File: config.mk
export PLATFORM = sky130hd
export DESIGN_NAME = spi_master_param
export DESIGN_NICKNAME = d
export VERILOG_FILES = /design/src/rtl/spi_pkg.sv /design/src/rtl/spi_sck_gen.sv /design/src/rtl/spi_master_param.sv
export SDC_FILE = /design/constraint.sdc
export NUM_CORES = 1
export LEC_CHECK = 0
export CORE_MARGIN = 5
export CORE_UTILIZATION = 45
export CTS_BUF_LIST = sky130_fd_sc_hd__clkbuf_8
export DETAILED_ROUTE_END_ITERATION = 6
export DONT_BUFFER_PORTS = 1
export HOLD_SLACK_MARGIN = 0.15
export SYNTH_ARGS = -nofsm -noshare
export SYNTH_HDL_FRONTEND = slang
export SYNTH_SLANG_ARGS = --single-unit
File: constraint.sdc
create_clock -name clk -period 4.87 [get_ports clk]
set_clock_uncertainty 0.05 [all_clocks]
set_input_delay 1.461 -clock clk [delete_from_list [all_inputs] [get_ports clk]]
set_output_delay 1.461 -clock clk [all_outputs]
set_load 0.01 [all_outputs]
File: src/rtl/spi_pkg.sv
// rtl/spi_pkg.sv - shared constants and state encoding for the SPI master
//
// Purpose : opcode conventions, FSM state encoding and SPI mode constants used by
//           spi_sck_gen and spi_master_param.
// Contents: OP_WRITE / OP_READ, SPI_MODE0..3 ({CPOL,CPHA}), spi_state_t, max_int().

package spi_pkg;

  localparam logic [7:0] OP_WRITE = 8'h80;
  localparam logic [7:0] OP_READ  = 8'h00;

  // {CPOL, CPHA}
  localparam logic [1:0] SPI_MODE0 = 2'b00;
  localparam logic [1:0] SPI_MODE1 = 2'b01;
  localparam logic [1:0] SPI_MODE2 = 2'b10;
  localparam logic [1:0] SPI_MODE3 = 2'b11;

  typedef enum logic [2:0] {
    ST_IDLE  = 3'd0,
    ST_SETUP = 3'd1,
    ST_SHIFT = 3'd2,
    ST_LOAD  = 3'd3,
    ST_HOLD  = 3'd4
  } spi_state_t;

  function automatic int max_int(input int a, input int b);
    return (a > b) ? a : b;
  endfunction

endpackage

File: src/rtl/spi_sck_gen.sv
// rtl/spi_sck_gen.sv - SCK divider, half-period tick and edge strobes
//
// Purpose : counts CLK_DIV clk cycles per SCK half-period while run is high and
//           toggles the SCK register on each tick when toggle_en is high.
// Ports   : clk, reset_n (async, active-low)
//           run       in  divider enable; counter and sck forced idle when low
//           toggle_en in  allow sck to toggle on tick
//           tick      out one-clk pulse at the end of each half-period
//           sck       out registered SCK
//           lead      out tick that moves sck away from CPOL
//           trail     out tick that returns sck to CPOL

module spi_sck_gen #(
  parameter int CLK_DIV = 4,
  parameter bit CPOL    = 1'b0
) (
  input  logic clk,
  input  logic reset_n,
  input  logic run,
  input  logic toggle_en,
  output logic tick,
  output logic sck,
  output logic lead,
  output logic trail
);

  localparam int CW = (CLK_DIV > 1) ? $clog2(CLK_DIV) : 1;

  logic [CW-1:0] cnt;

  assign tick  = run && (cnt == CW'(CLK_DIV - 1));
  assign lead  = tick && toggle_en && (sck == CPOL);
  assign trail = tick && toggle_en && (sck != CPOL);

  always_ff @(posedge clk or negedge reset_n) begin
    if (!reset_n) begin
      cnt <= '0;
    end else if (!run || tick) begin
      cnt <= '0;
    end else begin
      cnt <= cnt + CW'(1);
    end
  end

  always_ff @(posedge clk or negedge reset_n) begin
    if (!reset_n) begin
      sck <= CPOL;
    end else if (!run) begin
      sck <= CPOL;
    end else if (tick && toggle_en) begin
      sck <= ~sck;
    end
  end

endmodule

File: src/rtl/spi_master_param.sv
// rtl/spi_master_param.sv - parametrised synchronous SPI master, one command per transaction
//
// Purpose : opcode byte followed by cmd_len data words (write or read), MSB first,
//           configurable width, divider, CPOL/CPHA and chip selects.
// Ports   : clk, reset_n (async, active-low)
//           cmd_valid/cmd_ready, cmd_rw, cmd_opcode[7:0], cmd_len[LEN_W], cmd_cs[CS_W]
//           tx_data[DATA_W]/tx_valid/tx_ready   write words
//           rx_data[DATA_W]/rx_valid/rx_ready   read words (one held word max)
//           busy, sck, mosi, miso, ss_n[NUM_CS]
//           loopback (only with SPI_MASTER_LOOPBACK_EN): sample mosi internally, ss_n quiet
// Macro   : SPI_MASTER_LOOPBACK_EN

module spi_master_param
  import spi_pkg::*;
#(
  parameter int DATA_W  = 8,
  parameter int NUM_CS  = 1,
  parameter int CLK_DIV = 4,
  parameter int LEN_W   = 8,
  parameter bit CPOL    = 1'b0,
  parameter bit CPHA    = 1'b0,
  localparam int CS_W   = (NUM_CS > 1) ? $clog2(NUM_CS) : 1
) (
  input  logic              clk,
  input  logic              reset_n,
  input  logic              cmd_valid,
  output logic              cmd_ready,
  input  logic              cmd_rw,
  input  logic [7:0]        cmd_opcode,
  input  logic [LEN_W-1:0]  cmd_len,
  input  logic [CS_W-1:0]   cmd_cs,
  input  logic [DATA_W-1:0] tx_data,
  input  logic              tx_valid,
  output logic              tx_ready,
  output logic [DATA_W-1:0] rx_data,
  output logic              rx_valid,
  input  logic              rx_ready,
  output logic              busy,
  output logic              sck,
  output logic              mosi,
  input  logic              miso,
  output logic [NUM_CS-1:0] ss_n
`ifdef SPI_MASTER_LOOPBACK_EN
  ,
  input  logic              loopback
`endif
);

  // Transmit shifter is wide enough for both the 8-bit opcode and a data word,
  // left-aligned so mosi always comes from the top bit.
  localparam int MAXW = max_int(8, DATA_W);
  localparam int BCW  = $clog2(MAXW);

  spi_state_t        state, state_nx;
  logic              rw_q;
  logic              op_phase;
  logic              hold_phase;
  logic [LEN_W-1:0]  words_left;
  logic [BCW-1:0]    bit_cnt;
  logic [MAXW-1:0]   tx_sh;
  logic [DATA_W-1:0] rx_sh;
  logic [DATA_W-1:0] rx_word;
  logic [DATA_W-1:0] rx_data_q;
  logic              rx_valid_q;
  logic              mosi_q;
  logic [NUM_CS-1:0] ss_q;
  logic [NUM_CS-1:0] cs_dec;

  logic              tick, lead, trail, sck_i;
  logic              run, toggle_en;
  logic              lb_active;
  logic              sample_in;
  logic              sample_ev, drive_ev;
  logic              last_bit, last_word, word_done;
  logic              post_word, rx_room;
  logic              cmd_hs, load_go;
  logic [MAXW-1:0]   op_vec, load_vec;
  logic [DATA_W-1:0] load_word;

`ifdef SPI_MASTER_LOOPBACK_EN
  assign lb_active = loopback;
`else
  assign lb_active = 1'b0;
`endif

  assign run       = (state == ST_SETUP) || (state == ST_SHIFT) || (state == ST_HOLD);
  assign toggle_en = (state == ST_SHIFT);

  spi_sck_gen #(
    .CLK_DIV (CLK_DIV),
    .CPOL    (CPOL)
  ) u_sck_gen (
    .clk       (clk),
    .reset_n   (reset_n),
    .run       (run),
    .toggle_en (toggle_en),
    .tick      (tick),
    .sck       (sck_i),
    .lead      (lead),
    .trail     (trail)
  );

  // Loopback samples the bit currently on mosi, which is already valid at the sampling edge.
  assign sample_in = lb_active ? mosi_q : miso;

  assign last_bit  = op_phase ? (bit_cnt == BCW'(7)) : (bit_cnt == BCW'(DATA_W - 1));
  assign last_word = op_phase ? (words_left == '0) : (words_left == LEN_W'(1));
  assign word_done = (state == ST_SHIFT) && trail && last_bit;

  // CPHA=0: sample on leading edge, next bit on trailing edge (first bit pre-driven at load).
  // CPHA=1: drive on leading edge, sample on trailing edge.
  assign sample_ev = (state == ST_SHIFT) && (CPHA ? trail : lead);
  assign drive_ev  = (state == ST_SHIFT) && (CPHA ? lead : (trail && !last_bit));

  // With CPHA=1 the final sample lands on the same edge that completes the word.
  assign rx_word = CPHA ? {rx_sh[DATA_W-2:0], sample_in} : rx_sh;

  // Words that complete into the rx holding register: reads, plus loopback writes.
  assign post_word = !rw_q || lb_active;
  assign rx_room   = !rx_valid_q || rx_ready;

  assign cmd_hs    = (state == ST_IDLE) && cmd_valid;
  assign op_vec    = MAXW'(cmd_opcode) << (MAXW - 8);
  assign load_word = rw_q ? tx_data : '0;
  assign load_vec  = MAXW'(load_word) << (MAXW - DATA_W);

  always_comb begin
    cs_dec = '1;
    for (int i = 0; i < NUM_CS; i++) begin
      if (cmd_cs == CS_W'(i)) begin
        cs_dec[i] = 1'b0;
      end
    end
  end

  always_ff @(posedge clk or negedge reset_n) begin
    if (!reset_n) begin
      state <= ST_IDLE;
    end else begin
      state <= state_nx;
    end
  end

  always_comb begin
    state_nx  = state;
    cmd_ready = 1'b0;
    busy      = 1'b1;
    tx_ready  = 1'b0;
    load_go   = 1'b0;
    unique case (state)
      ST_IDLE: begin
        cmd_ready = 1'b1;
        busy      = 1'b0;
        if (cmd_valid) begin
          state_nx = ST_SETUP;
        end
      end
      ST_SETUP: begin
        if (tick) begin
          state_nx = ST_SHIFT;
        end
      end
      ST_SHIFT: begin
        if (word_done) begin
          state_nx = last_word ? ST_HOLD : ST_LOAD;
        end
      end
      ST_LOAD: begin
        // SCK is parked here, so a full rx holding register stalls only between words.
        tx_ready = rw_q && (!post_word || rx_room);
        load_go  = (!post_word || rx_room) && (!rw_q || tx_valid);
        if (load_go) begin
          state_nx = ST_SHIFT;
        end
      end
      ST_HOLD: begin
        if (tick && hold_phase) begin
          state_nx = ST_IDLE;
        end
      end
      default: begin
        state_nx = ST_IDLE;
      end
    endcase
  end

  always_ff @(posedge clk or negedge reset_n) begin
    if (!reset_n) begin
      rw_q       <= 1'b0;
      op_phase   <= 1'b0;
      hold_phase <= 1'b0;
      words_left <= '0;
      bit_cnt    <= '0;
      tx_sh      <= '0;
      rx_sh      <= '0;
      rx_data_q  <= '0;
      rx_valid_q <= 1'b0;
      mosi_q     <= 1'b0;
      ss_q       <= '1;
    end else begin
      if (cmd_hs) begin
        rw_q       <= cmd_rw;
        words_left <= cmd_len;
        op_phase   <= 1'b1;
        hold_phase <= 1'b0;
        bit_cnt    <= '0;
        ss_q       <= cs_dec;
        if (!CPHA) begin
          mosi_q <= op_vec[MAXW-1];
          tx_sh  <= op_vec << 1;
        end else begin
          tx_sh  <= op_vec;
        end
      end

      if (drive_ev) begin
        mosi_q <= tx_sh[MAXW-1];
        tx_sh  <= tx_sh << 1;
      end

      if (sample_ev) begin
        rx_sh <= {rx_sh[DATA_W-2:0], sample_in};
      end

      if ((state == ST_SHIFT) && trail) begin
        bit_cnt <= last_bit ? '0 : bit_cnt + BCW'(1);
      end

      if (word_done) begin
        op_phase <= 1'b0;
        if (!op_phase && (words_left != '0)) begin
          words_left <= words_left - LEN_W'(1);
        end
      end

      if (load_go) begin
        if (!CPHA) begin
          mosi_q <= load_vec[MAXW-1];
          tx_sh  <= load_vec << 1;
        end else begin
          tx_sh  <= load_vec;
        end
      end

      // First HOLD tick releases ss_n; the second guarantees a half-period of
      // deselect before cmd_ready can rise again.
      if ((state == ST_HOLD) && tick) begin
        ss_q       <= '1;
        hold_phase <= !hold_phase;
        if (hold_phase) begin
          mosi_q <= 1'b0;
        end
      end

      // Opcode-phase capture is never posted.
      if (word_done && !op_phase && post_word) begin
        rx_data_q  <= rx_word;
        rx_valid_q <= 1'b1;
      end else if (rx_ready) begin
        rx_valid_q <= 1'b0;
      end
    end
  end

  assign sck      = sck_i;
  assign mosi     = mosi_q;
  assign rx_data  = rx_data_q;
  assign rx_valid = rx_valid_q;
  assign ss_n     = lb_active ? '1 : ss_q;

endmodule

==> results of run 1 <==
## cells by family after synthesis
group                      share of synthesized area
buffers and inverters                         0.0374
DFF                                            0.485
muxes                                         0.0896
xor gates and xnor gates                     0.00369
AOI/OAI and AO/OA                              0.173
adders and majority gates                     0.0316
and+or+nand+nor                                0.180
## flip-flops by register name, indices dropped and copies added, names as in the netlist, 2 cells and up
name / count
rx_sh: 8
tx_sh: 7
words_left: 8
state: 3
u_sck_gen.cnt: 2
bit_cnt: 3
rx_data: 8
## worst max-delay path by stage
stage	start	end	slack, ns	cells after the start
4_1_cts	state[0]$_DFFE_PN0P_	tx_ready	1.91	2
2_1_floorplan	cmd_valid	tx_sh[1]$_DFFE_PN0P_	2.19	4
6_report	state[0]$_DFFE_PN0P_	tx_ready	1.92	2
5_1_grt	state[0]$_DFFE_PN0P_	tx_ready	1.83	2
3_3_place_gp	cmd_valid	tx_sh[3]$_DFFE_PN0P_	1.93	3
3_5_place_dp	cmd_valid	tx_sh[3]$_DFFE_PN0P_	1.87	3
## cells in the mapped netlist, types with 2 or more instances
library cell  instances  share of area
a21oi_1               6          0.013
a221oi_1              4          0.015
a2bb2oi_1             7          0.026
and3_1                6          0.016
buf_2                 2         0.0042
clkbuf_1              7          0.011
dfrtp_1              45           0.47
ha_1                  6          0.032
inv_1                10          0.016
mux2_2               18          0.085
nand2_1              26          0.041
nand2b_1              4          0.011
nand3_1               7          0.015
nor2_1               13          0.021
nor2_4                2         0.0095
nor3_1                6          0.013
nor3b_2               2          0.011
o211ai_1              3         0.0095
o21ai_0               7          0.015
o21ai_1               2         0.0042
o221ai_1              7          0.026
o22ai_1               6          0.016
## where the power goes
part           internal (W)  switching (W)  leakage, nW  total [W]
Combinational      0.000156       0.000131        0.488   0.000287
Clock              0.000104       0.000142       0.0447   0.000246
Sequential         0.000507       0.000118        0.569   0.000625
## placed cells by master (no fill, tap or decap), drive strengths merged, types with 2 or more instances in the layout
cell     netlist  layout
a211oi         2       2
a21oi          6       6
a221oi         4       4
a2bb2oi        7       7
and3           6       6
clkbuf         7       5
dfrtp         45      45
ha             6       6
inv           10      11
mux2          18      18
nand2         26      26
nand2b         4       4
nand3          7       7
nor2          15      15
nor3           6       6
nor3b          3       3
o211ai         3       3
o21ai          9       9
o221ai         7       7
o22ai          6       6
or3            2       2
or3b           2       2
## stage by stage
stage               instance area [µm²]  hold slack, ns
finish                             2520           0.394
global placement                   2420           0.380
floorplan                          2370           0.360
CTS                                2520           0.397
global route                       2520           0.434
detailed placement                 2420           0.380
## cell type report
type / instances / area share
sequential: 46 / 0.458
timing repair buffer: 1 / 0.00298
tap: 70 / 0.0348
multi-input combinational: 159 / 0.453
inverter: 10 / 0.0149
clock inverter: 3 / 0.00994
clock buffer: 5 / 0.0273
## layer usage
| metal | vias up | wire length, µm | track usage |
|---|---|---|---|
| met5 | - | 0 | 0 |
| met4 | 0 | 57 | 0.0441 |
| met3 | 4 | 444 | 0.0521 |
| met2 | 57 | 2170 | 0.226 |
| met1 | 823 | 2380 | 0.216 |
| li1 | 830 | - | - |
## critical path, delay by kind of cell (launching register included)
family	cells	cell delay [ns]
DFF	1	0.60
and+or+nand+nor	2	0.54
==> flow_summary.ini, run 1 <==
[setup_path]
cp.arrival_ns = 1.44
cpPeakStageDelay_ns = 0.60
r2r_cells = 4
critical_path.slowest_cell = dfrtp_1
rr_startpoint = state[1]$_DFFE_PN0P_
cp-start-kind = register
cp-end-kind = primary output
cp_cell_sequence = and3b_1, and2_1
r2r_slack_ns = 2.57
worst-setup-path-type = reg2out
worstPathRequired_ns = 3.36
r2r_end = rx_data[3]$_DFFE_PN0P_
crit_fanout = 14

[cts]
clock_sinks = 46
cts_root_buffer = clkbuf_8
cts_resized = 0
holdBufCountCts = 0
clk_pin_slew_ns = 0.09
cts_buffers = 5
post_cts_buffers = 0
htreeDepth = 2
insertion_delay_ns = 0.30
clock_path_buffers = 2
cts_tree = done

[hold_path]
whs_endpoint = u_sck_gen.cnt[0]$_DFF_PN0_
holdPathStages = 1
min-delay-path-class = reg2reg
min_from = u_sck_gen.cnt[0]$_DFF_PN0_

[placed_design]
place_ws_ns = 1.87
place.gp.congestion = 0.798
io_buffers = 0
dpl.hpwl_um = 3510
dpl.cell_count = 286

[power_and_ir_drop]
power_density_nw_per_um2 = 460
p_leak_nw = 1.10
power_w = 0.00116
vdd_drop_max_uv = 231

[detailed_routing]
drtIter0Drc = 116
wl_per_cell_um = 17.2
drtPass1Iterations = 5
ant_nets = 0
drc_errors = 0
vias_per_cell = 5.83
vias = 1714
wirelength_um = 5050

[synth]
yosys_most_used_dff = dfrtp_1
yosysWarnings = 0
postSynthAreaPerCell_um2 = 10.5
ys_types = 52
async_flop_share = 1.00
syn-num-nets = 264
synth-seq-cells = 46
syn-cell-area_um2 = 2370
postSynthCellCount = 226
synth-edff-count = 0
synth-seq-area-share = 0.485

[floorplan]
initial_core_util = 0.465
dieWidth_um = 82.6
fp-row-count = 26
core_um2 = 5110
die_y_um = 82.6
io_pins = 47
dieArea_um2 = 6830

[global_route]
globalRouteOverflowTotal = 0
grt_antenna_before_repair = 0
grt_pass1_wl_um = 7940
grt_pass1_vias = 1549
grt_usage = 0.154
grt_max_degree = 47

[cells_and_area]
antenna_cells = 0
postLayoutCoreUtil = 0.493
regArea_um2 = 1150
instances_no_fill = 294
multi_input_area_um2 = 1140
syn_to_final_growth_pct = 6.06
nFillCells = 488
nNetsFinal = 261
drive_above_1_share = 0.183

[sta]
worst_slew_pin_slew_ns = 0.679
rsz0062_at_grt = no
fin_ws_ns = 1.92
slew_viol_final = 0
timing.slew.headroom = 0.545
finalHoldViolCount = 0
max_freq_mhz = 339
post-route-period-util = 0.605
tns_ns = 0
setup_viol = 0
min_period_ns = 2.95

[flow_run]
cap_viol_max_count = 0

[status]
status = complete, no violations
(Power assumes the default switching activity.)
==> run 2: changes to the inputs <==
==> constraint.sdc (replaced) <==
create_clock -name clk -period 2.95 [get_ports clk]
set_clock_uncertainty 0.05 [all_clocks]
set_input_delay 0.885 -clock clk [delete_from_list [all_inputs] [get_ports clk]]
set_output_delay 0.885 -clock clk [all_outputs]
set_load 0.01 [all_outputs]
==> flow_summary.ini, run 2 (same netlist as run 1, synthesis figures left out) <==
[sta]
tns_ns = 0
post-route-period-util = 0.800
min_period_ns = 2.36
rsz0062_at_grt = no
worst_slew_pin_slew_ns = 0.695
slew_viol_final = 0
max_freq_mhz = 423
timing.slew.headroom = 0.535
setup_viol = 0
finalHoldViolCount = 0

[detailed_routing]
vias = 1698
drtPass1Iterations = 4
drtIter0Drc = 76
wl_per_cell_um = 17.1
drc_errors = 0
vias_per_cell = 5.72
ant_nets = 0
wirelength_um = 5080

[placed_design]
dpl.cell_count = 289
dpl.hpwl_um = 3570
io_buffers = 0
place.gp.congestion = 0.767

[cts]
htreeDepth = 2
clock_path_buffers = 2
clk_pin_slew_ns = 0.10
clock_sinks = 46
cts_root_buffer = clkbuf_8
insertion_delay_ns = 0.31
cts_buffers = 5
cts_tree = done
holdBufCountCts = 0
post_cts_buffers = 0
cts_resized = 0

[floorplan]
initial_core_util = 0.465
core_um2 = 5110
fp-row-count = 26
dieWidth_um = 82.6
die_y_um = 82.6
io_pins = 47
dieArea_um2 = 6830

[cells_and_area]
drive_above_1_share = 0.194
antenna_cells = 0
multi_input_area_um2 = 1140
instances_no_fill = 297
postLayoutCoreUtil = 0.498
syn_to_final_growth_pct = 7.06
nNetsFinal = 264
final_cell_mix = dfrtp_1 (45), nand2_1 (26), mux2_2 (18)
nFillCells = 479
final_common_cell = dfrtp_1
regArea_um2 = 1150

[setup_path]
cp-start-kind = register
rr_startpoint = state[1]$_DFFE_PN0P_
r2r_end = rx_data[7]$_DFFE_PN0P_
worst-setup-path-type = reg2out
worstPathRequired_ns = 2.02
r2r_slack_ns = 0.64
cp-end-kind = primary output
r2r_cells = 4
crit_fanout = 14
cp.arrival_ns = 1.43

[global_route]
grt_pass1_vias = 1665
grt_max_degree = 47
grt_usage = 0.161
globalRouteOverflowTotal = 0
grt_antenna_before_repair = 0
grt_pass1_wl_um = 8340

[power_and_ir_drop]
internal-power_w = 0.00127
power_density_nw_per_um2 = 756
p_leak_nw = 1.12
power_frac_seq = 0.533
vdd_drop_max_uv = 413
pwr-share-comb = 0.249
clockPowerShare = 0.218
sw_frac_of_total = 0.338
switchingPower_w = 0.000650

[hold_path]
min-delay-path-class = in2async

[flow_run]
cap_viol_max_count = 0

[status]
status = complete, no violations
==> run 2: changes by cell type in the layout (fill, tap and decap cells not counted), sizes merged <==
cell / before / now
buf: 1 / 4
clkinv: 1 / 0
clkinvlp: 1 / 0
inv: 11 / 13
==> run 2: final cells by class <==
| cell class | instances | area share |
|---|---|---|
| clock buffers | 5 | 0.0271 |
| multi-input cells | 159 | 0.448 |
| well taps | 70 | 0.0344 |
| repair buffers | 4 | 0.0118 |
| inverters | 10 | 0.0148 |
| flip-flops and latches | 46 | 0.453 |
| clock inverters | 3 | 0.0103 |
==> run 2: power by group through the flow <==
stage | clock, W | sequential [W] | combinational, W
after floorplan | 0 | 0.000978 | 0.000422
after global placement | 0 | 0.00104 | 0.000463
after detailed placement | 0 | 0.00104 | 0.000481
after CTS | 0.000432 | 0.00103 | 0.000482
after global routing | 0.000459 | 0.00106 | 0.000558
final | 0.000419 | 0.00102 | 0.000478
==> run 2: stage by stage <==
step                      setup slack [ns]  instance area, µm²  hold WS, ns  total power (W)
after floorplan                      0.848                2370        0.360          0.00140
after global placement               0.591                2450        0.378          0.00150
after detailed placement             0.533                2450        0.383          0.00152
after CTS                            0.590                2540        0.200          0.00194
after global routing                 0.502                2540        0.185          0.00208
final                                0.589                2540        0.209          0.00192
==> run 2: worst max path at each step <==
stage | startpoint | end | slack [ns]
finish | state[0]$_DFFE_PN0P_ | tx_ready | 0.59
global route | state[0]$_DFFE_PN0P_ | tx_ready | 0.50
CTS | state[0]$_DFFE_PN0P_ | tx_ready | 0.59
detailed placement | cmd_valid | tx_sh[1]$_DFFE_PN0P_ | 0.53
global placement | cmd_valid | tx_sh[3]$_DFFE_PN0P_ | 0.59
floorplan | cmd_valid | tx_sh[1]$_DFFE_PN0P_ | 0.85
==> run 2: routing by layer <==
| metal | global-route usage | part of all wire | up-vias |
|---|---|---|---|
| met4 | 0.0556 | 0.017 | 0 |
| met1 | 0.223 | 0.47 | 811 |
| met2 | 0.237 | 0.44 | 46 |
| li1 | - | - | 832 |
| met3 | 0.0521 | 0.075 | 9 |
| met5 | 0 | 0 | - |
==> run 2: worst max-delay path, cell delays in order, from the launching register on <==
cell and delay [ns]:
dfrtp_1 0.60, and3b_1 0.29, and2_1 0.23
==> run 3: changes to the inputs <==
==> constraint.sdc (replaced) <==
create_clock -name clk -period 2.4 [get_ports clk]
set_clock_uncertainty 0.05 [all_clocks]
set_input_delay 0.72 -clock clk [delete_from_list [all_inputs] [get_ports clk]]
set_output_delay 0.72 -clock clk [all_outputs]
set_load 0.01 [all_outputs]
==> flow_summary.ini, run 3 (same netlist as run 1, synthesis figures left out) <==
[placed_design]
dpl.cell_count = 295
place_ws_ns = 0.185
io_buffers = 0
dpl.hpwl_um = 3700
place.gp.congestion = 0.767

[cells_and_area]
instances_no_fill = 304
final_cell_mix = dfrtp_1 (45), nand2_1 (26), mux2_2 (18)
final_common_cell = dfrtp_1
nFillCells = 478
drive_above_1_share = 0.218
syn_to_final_growth_pct = 10.1
postLayoutCoreUtil = 0.512
nNetsFinal = 271
multi_input_area_um2 = 1140
regArea_um2 = 1150
antenna_cells = 0

[hold_path]
min-delay-path-class = in2async

[setup_path]
crit_fanout = 10
critical_path.slowest_cell = dfrtp_1
rr_startpoint = state[2]$_DFFE_PN0P_
r2r_cells = 4
cp_top_family = simple AND/OR/NAND/NOR gates
crit_buf_inv = 1
r2r_slack_ns = 0.25
r2r_end = rx_data[4]$_DFFE_PN0P_
worst-setup-path-type = reg2out
cpPeakStageDelay_ns = 0.44
cp-start-kind = register
worstPathRequired_ns = 1.63
cp.arrival_ns = 1.44
cp-end-kind = primary output
cp_cell_sequence = buf_4, and3b_1, and2_1

[global_route]
globalRouteOverflowTotal = 0
grt_pass1_wl_um = 8720
grt_antenna_before_repair = 0
grt_max_degree = 46
grt_pass1_vias = 1717
grt_usage = 0.170

[power_and_ir_drop]
power_density_nw_per_um2 = 920
vdd_drop_max_uv = 493
p_leak_nw = 1.16
power_w = 0.00241

[status]
status = complete, no violations

[detailed_routing]
drc_errors = 0
drtIter0Drc = 85
ant_nets = 0
drtPass1Iterations = 6
wirelength_um = 5310
wl_per_cell_um = 17.5
vias_per_cell = 5.77
vias = 1754

[cts]
clock_path_buffers = 2
cts_root_buffer = clkbuf_8
htreeDepth = 2
clock_sinks = 46
cts_buffers = 5
post_cts_buffers = 0
cts_resized = 0
insertion_delay_ns = 0.31
clk_pin_slew_ns = 0.09
holdBufCountCts = 1
cts_tree = done

[floorplan]
io_pins = 47
initial_core_util = 0.465
die_y_um = 82.6
dieArea_um2 = 6830
core_um2 = 5110
dieWidth_um = 82.6
fp-row-count = 26

[flow_run]
cap_viol_max_count = 0

[sta]
fin_ws_ns = 0.186
worst_slew_pin_slew_ns = 0.534
rsz0062_at_grt = no
min_period_ns = 2.21
slew_viol_final = 0
max_freq_mhz = 452
post-route-period-util = 0.923
timing.slew.headroom = 0.641
finalHoldViolCount = 0
tns_ns = 0
setup_viol = 0
-- run 3: cell type report --
cell class | count | area share
Timing Repair Buffer | 11 | 0.0393
Tap cell | 70 | 0.0335
Multi-Input combinational cell | 159 | 0.436
Clock buffer | 5 | 0.0263
Clock inverter | 3 | 0.00957
Inverter | 10 | 0.0144
Sequential cell | 46 | 0.441
-- run 3: worst register-to-register path, stage by stage, from the launching register on --
cell and delay (ns):
dfrtp_1 0.44, or3b_4 0.45, or3_4 0.48, nor2_4 0.25
mux2_2 0.37
-- run 3: worst max path at each step --
| stage | from | endpoint | cells after the start |
|---|---|---|---|
| final | state[2]$_DFFE_PN0P_ | tx_ready | 3 |
| after global routing | state[2]$_DFFE_PN0P_ | tx_sh[3]$_DFFE_PN0P_ | 4 |
| after CTS | state[2]$_DFFE_PN0P_ | tx_ready | 3 |
| after detailed placement | cmd_valid | tx_sh[3]$_DFFE_PN0P_ | 3 |
| after global placement | cmd_valid | tx_sh[3]$_DFFE_PN0P_ | 3 |
| after floorplan | cmd_valid | tx_sh[1]$_DFFE_PN0P_ | 4 |
-- run 3: routing by layer --
metal | part of all wire | GRT usage | vias to the layer above
met5 | 0 | 0 | -
met4 | 0.010 | 0.0441 | 0
met3 | 0.077 | 0.0597 | 7
met2 | 0.44 | 0.261 | 37
met1 | 0.47 | 0.227 | 857
li1 | - | - | 853
-- run 3: per-stage QoR --
| stage | cell area (µm²) | hold slack, ns |
|---|---|---|
| final | 2610 | 0.193 |
| after global routing | 2610 | 0.174 |
| after CTS | 2610 | 0.183 |
| after detailed placement | 2490 | 0.376 |
| after global placement | 2490 | 0.376 |
| after floorplan | 2370 | 0.360 |
-- run 3: power by group --
part | leakage [nW] | total (W) | internal, W | switching [W]
sequential | 0.569 | 0.00124 | 0.00103 | 0.000208
combinational | 0.544 | 0.000662 | 0.000346 | 0.000316
clock | 0.0447 | 0.000506 | 0.000211 | 0.000295
